## src/rtl/playback_sequencer.sv

```systemverilog
`default_nettype none
// playback_sequencer: launches a playback unit, primes its FIFO, generates the
// bit tick from a programmable divider and services FIFO advance requests.
module playback_sequencer (
  input  logic        clk,
  input  logic        reset,
  input  logic        start,
  input  logic        abort,
  input  logic [15:0] cfgRequestNum,
  input  logic [15:0] cfgBitDiv,
  input  logic        fifoEmpty,
  input  logic        unitAdvFIFO,
  input  logic        unitComplete,
  output logic        unitResetN,
  output logic        unitEnable,
  output logic        unitPlaybackClk,
  output logic [15:0] unitRequestNum,
  output logic        fifoRdEn,
  output logic        busy,
  output logic        done,
  output logic        underrun,
  output logic [23:0] tickCount
);

  localparam logic [2:0] S_IDLE  = 3'd0;
  localparam logic [2:0] S_PRIME = 3'd1;
  localparam logic [2:0] S_RUN   = 3'd2;
  localparam logic [2:0] S_DONE  = 3'd3;
  localparam logic [2:0] S_ERR   = 3'd4;

  logic [2:0]  state;
  logic [2:0]  state_nxt;
  logic [15:0] divisor;
  logic [15:0] div_cnt;
  logic [15:0] div_nxt;
  logic        adv_q;
  logic        adv_rise;
  logic        start_ok;
  logic        pop_nxt;
  logic        tick_nxt;

  always_comb begin
    adv_rise  = unitAdvFIFO & ~adv_q;
    start_ok  = 1'b0;
    state_nxt = state;
    pop_nxt   = 1'b0;
    if (abort) begin
      state_nxt = S_IDLE;
    end else begin
      case (state)
        S_IDLE, S_DONE, S_ERR: begin
          if (start) begin
            start_ok  = 1'b1;
            state_nxt = S_PRIME;
          end
        end
        S_PRIME: begin
          if (!fifoEmpty) begin
            state_nxt = S_RUN;
            pop_nxt   = 1'b1;
          end
        end
        S_RUN: begin
          // completion wins over a coincident advance edge
          if (unitComplete) begin
            state_nxt = S_DONE;
          end else if (adv_rise) begin
            if (fifoEmpty) state_nxt = S_ERR;
            else           pop_nxt   = 1'b1;
          end
        end
        default: state_nxt = S_IDLE;
      endcase
    end
  end

  // Divider restarts at 0 on RUN entry, so the first tick lands on RUN cycle 'divisor'.
  always_comb begin
    if (state != S_RUN)                div_nxt = 16'd0;
    else if (div_cnt == divisor - 16'd1) div_nxt = 16'd0;
    else                               div_nxt = div_cnt + 16'd1;
    tick_nxt = (state_nxt == S_RUN) && (div_nxt == divisor - 16'd1);
  end

  always_ff @(posedge clk) begin
    if (reset) begin
      state           <= S_IDLE;
      divisor         <= 16'd0;
      div_cnt         <= 16'd0;
      adv_q           <= 1'b0;
      unitResetN      <= 1'b0;
      unitEnable      <= 1'b0;
      unitPlaybackClk <= 1'b0;
      unitRequestNum  <= 16'd0;
      fifoRdEn        <= 1'b0;
      busy            <= 1'b0;
      done            <= 1'b0;
      underrun        <= 1'b0;
      tickCount       <= 24'd0;
    end else begin
      state           <= state_nxt;
      div_cnt         <= div_nxt;
      adv_q           <= unitAdvFIFO;
      fifoRdEn        <= pop_nxt;
      unitPlaybackClk <= tick_nxt;
      busy            <= (state_nxt == S_PRIME) || (state_nxt == S_RUN);
      unitResetN      <= (state_nxt == S_PRIME) || (state_nxt == S_RUN);
      unitEnable      <= (state_nxt == S_RUN);
      done            <= (state_nxt == S_DONE);
      underrun        <= (state_nxt == S_ERR);
      if (start_ok) begin
        unitRequestNum <= cfgRequestNum;
        divisor        <= (cfgBitDiv < 16'd2) ? 16'd2 : cfgBitDiv;
        tickCount      <= 24'd0;
      end else if (tick_nxt && (tickCount != 24'hFFFFFF)) begin
        tickCount <= tickCount + 24'd1;
      end
    end
  end

endmodule
`default_nettype wire

```

## config.mk

```make
export PLATFORM = sky130hd
export DESIGN_NAME = playback_sequencer
export DESIGN_NICKNAME = d
export VERILOG_FILES = /design/src/rtl/playback_sequencer.sv
export SDC_FILE = /design/constraint.sdc
export NUM_CORES = 1
export LEC_CHECK = 0
export ABC_AREA = 0
export BUFFER_PORTS_ARGS = -buffer_cell sky130_fd_sc_hd__buf_2
export CORE_AREA = 5 5 101 103
export DETAILED_ROUTE_END_ITERATION = 16
export DIE_AREA = 0 0 106 108
export MAX_ROUTING_LAYER = met4
export PLACE_DENSITY = 0.84
export REMOVE_ABC_BUFFERS = 1
export SYNTH_ARGS = -nofsm -noshare
export SYNTH_HDL_FRONTEND = slang
export SYNTH_SLANG_ARGS = --single-unit
```

## constraint.sdc

```tcl
create_clock -name clk -period 9.62 [get_ports clk]
set_input_delay 2.886 -clock clk [delete_from_list [all_inputs] [get_ports clk]]
set_output_delay 2.886 -clock clk [all_outputs]
set_load 0.03 [all_outputs]
```

==> run summary <==
Worst path bufs/invs - 1
Maxcap violations - 0
Hold buffers post-CTS - 0
GRT Util Overall - 0.245
Worst path arrival time - 6.19 ns
Final WL - 13.4 mm
Adder-cell share of the synthesized area - 0.00770
Fin nets - 695
Fmax - 169 MHz
Crit-path cells - buf_2 -> a31oi_1 -> o21ai_0 -> a31oi_1 -> nand4_1 -> a2111oi_0 -> o221ai_1 -> a221o_1 -> a311o_1 -> nand4b_4 -> or4_1 -> a21oi_1
Flop-to-flop setup slack - 4.34 ns
Syn_area_per_cell - 8.24 um^2
Final hold vios - 0
Cts bufs inserted - 9
Startpoint Class - input port
Final ANT Viol Nets - 0
Initial antenna violation count - 0
Relative slew slack - 0.290
Final total power - 789 uW
Worst EP required - 9.91 ns
Die width - 106 um
FF+latch count, synth - 82
Yosys cell types - 71
Starting Density - 0.535
Fin util - 0.605
Total global routing overflow - 0
Gate Count Post-Synth - 591
RSZ-0062 raised after global routing - false
Dominant combinational cell family by area after synthesis - simple AND/OR/NAND/NOR gates
Slew Viols, Final - 0
Drt wl/cell - 17.4 um
Maximum vdd drop - 0.0956 mV
DR iter-0 viols - 350
CP top delay family - compound AO/OA/AOI/OAI gates
Clk Latency, worst-skew pair - 0.37 ns
Pleak - 0.00221 uW
Pin count of the biggest net entering global routing - 37
Layout cells sized above 1 - 0.187
Maximum buffer depth of the clock tree - 2
Async S/R FF share, synth - 0
Sum of negative setup slack - 0 ns
Detailed Place HPWL - 10.1 mm
Root buffer cell - clkbuf_8
Diode count - 0
Number of global-route vias before repair - 4659
Max stage delay on crit path - 0.63 ns
H-Tree Depth - 3
Clk sink count - 82
Post-Synth XOR/XNOR Area - 0.0945
Post-synth EDFFs - 0
Synth Flop Type - dfxtp_1
# setup viols final - 0
Clk_skew - 0.0198 ns
Most frequent CP cell - a31oi_1
Worst path slowest cell - or4_1
Mux contribution to synthesized area - 0.0606
Mapped Area - 0.00487 mm^2
Core area - 0.00911 mm^2
Hold crit path type - reg2reg
Layout overhead on the synthesized area - 13.0%
PortBufs - 85
IO Count - 86
DIE AREA - 0.0114 mm^2
Post-synthesis compound-gate area fraction - 0.155
PD cells - 143 mW/mm^2
Status - finished clean
Tmin final - 5.90 ns
FP Rows - 35
Die H - 108 um
Via/cell ratio - 6.17
Crit-path max FO - 32
Residual DRC - 0
Via count - 4745
Register area share after synthesis - 0.337
Simple-gate share of the synthesized area - 0.302
Worst-Margin Slew - 1.06 ns
Ys Warns - 0
Tcrit/Tclk final - 0.614
Routability Congestion - 0.934
Post-CTS setup buffer count - 0
Kind of critical path - in2reg
TritonCTS clock tree - built
Crit. End Element - flop
Clk slew on worst S/H paths - 0.09 ns
First-pass GRT wire length - 22.2 mm
Pre-antenna DRT Iters - 5
Post-CTS sizing - 0
==> kinds of logic (layout without fill, tap and decap cells) <==
logic type               count (synthesis)  count (layout)
multiplexers                            29              29
AO/OA/AOI/OAI                          108             108
XOR/XNOR                                51              51
buffers and inverters                   52             119
flip-flops                              82              82
adder cells (fa/ha/maj)                  3               3
AND/OR/NAND/NOR                        266             266
==> flip-flops by register name, indices dropped and copies added (netlist names) <==
| register | flops |
|---|---|
| unitPlaybackClk | 1 |
| fifoRdEn | 1 |
| tickCount | 24 |
| div_cnt | 16 |
| adv_q | 1 |
| unitEnable | 1 |
| unitRequestNum | 16 |
| state | 3 |
| divisor | 16 |
| busy | 1 |
| underrun | 1 |
| done | 1 |
==> synth_stat cells, types with 8 or more instances <==
library cell  number  area share
a21oi_1           28       0.029
nor4_1             9       0.012
nand2_1           41       0.032
clkbuf_1          27       0.021
or3_1             15       0.019
nor2_1            68       0.052
and3_1            10       0.013
nor2b_1           18       0.023
xor2_1            18       0.032
a22o_1             9       0.016
or2_2              8       0.010
nor3_1            12       0.012
xnor2_1           32       0.058
mux2i_1           28       0.058
inv_1             17       0.013
dfxtp_1           82        0.34
nand4_1           14       0.018
or4_1             14       0.022
o21ai_0           14       0.014
nand3_1           19       0.020
o31ai_1            9       0.014
==> worst min-delay path, stage by stage (launching register included) <==
cell	delay, ns
dfxtp_1	0.33
mux2i_1	0.07
nor2_1	0.07
==> metal layers <==
layer	GRT usage	wire length, um	share of wire	up-vias
li1	-	-	-	2254
met1	0.306	5750	0.43	2248
met2	0.403	6250	0.47	209
met3	0.0364	1020	0.076	34
met4	0.0907	380	0.028	0
met5	-	0	0	-
==> through the flow <==
stage | cells | hold WS [ns] | setup WS (ns) | instance area, um^2
final | 769 | 0.505 | 3.72 | 5510
after global routing | 769 | 0.518 | 3.44 | 5510
after CTS | 769 | 0.506 | 3.76 | 5510
after detailed placement | 753 | 0.483 | 3.39 | 5300
after global placement | 753 | 0.469 | 3.60 | 5300
after floorplan | 556 | 0.464 | 2.79 | 4720
==> cells in the final DEF (no fill, tap or decap), types with 4 or more instances in the layout <==
cell type,n
and3_1,10
or2_2,8
nor3_1,12
o21ai_0,14
nand4_1,14
nand3_1,19
nor4_1,9
and2_1,5
xor2_1,18
nor3b_1,4
a21oi_1,28
o31ai_1,9
nor2b_1,18
a22o_1,9
buf_2,85
o22ai_1,4
nand2_1,41
nor2_1,68
or3_1,15
dfxtp_1,82
a31oi_1,5
and4_1,5
xnor2_1,32
inv_1,17
a21o_1,4
mux2i_1,28
or4_1,14
clkbuf_8,9
nand2b_1,5
==> final timing paths <==
path,from,cells past startpoint,to
worst max-delay path,start,12,tickCount[9]$_SDFFE_PP0P_
worst max register to register,divisor[0]$_SDFFE_PP0P_,13,tickCount[9]$_SDFFE_PP0P_
worst min register to register,unitRequestNum[2]$_SDFFE_PP0P_,2,unitRequestNum[2]$_SDFFE_PP0P_
worst min-delay path,unitRequestNum[2]$_SDFFE_PP0P_,2,unitRequestNum[2]$_SDFFE_PP0P_
==> power by group <==
part | switching [uW] | leakage [uW] | total [uW] | internal [uW]
registers | 10.1 | 0.000665 | 357 | 347
clock network | 143 | 0.000104 | 268 | 125
logic | 97.9 | 0.00144 | 164 | 66.2
total | 251 | 0.00221 | 789 | 538
==> final cells by class <==
type / count / area (um^2)
Clock buffer: 9 / 124
Clock inverter: 7 / 82.6
Fill cell: 826 / 3600
Inverter: 17 / 63.8
Multi-Input combinational cell: 457 / 3020
Sequential cell: 82 / 1640
Tap cell: 111 / 139
Timing Repair Buffer: 86 / 433
No activity file was read; power rests on OpenSTA's default activity.
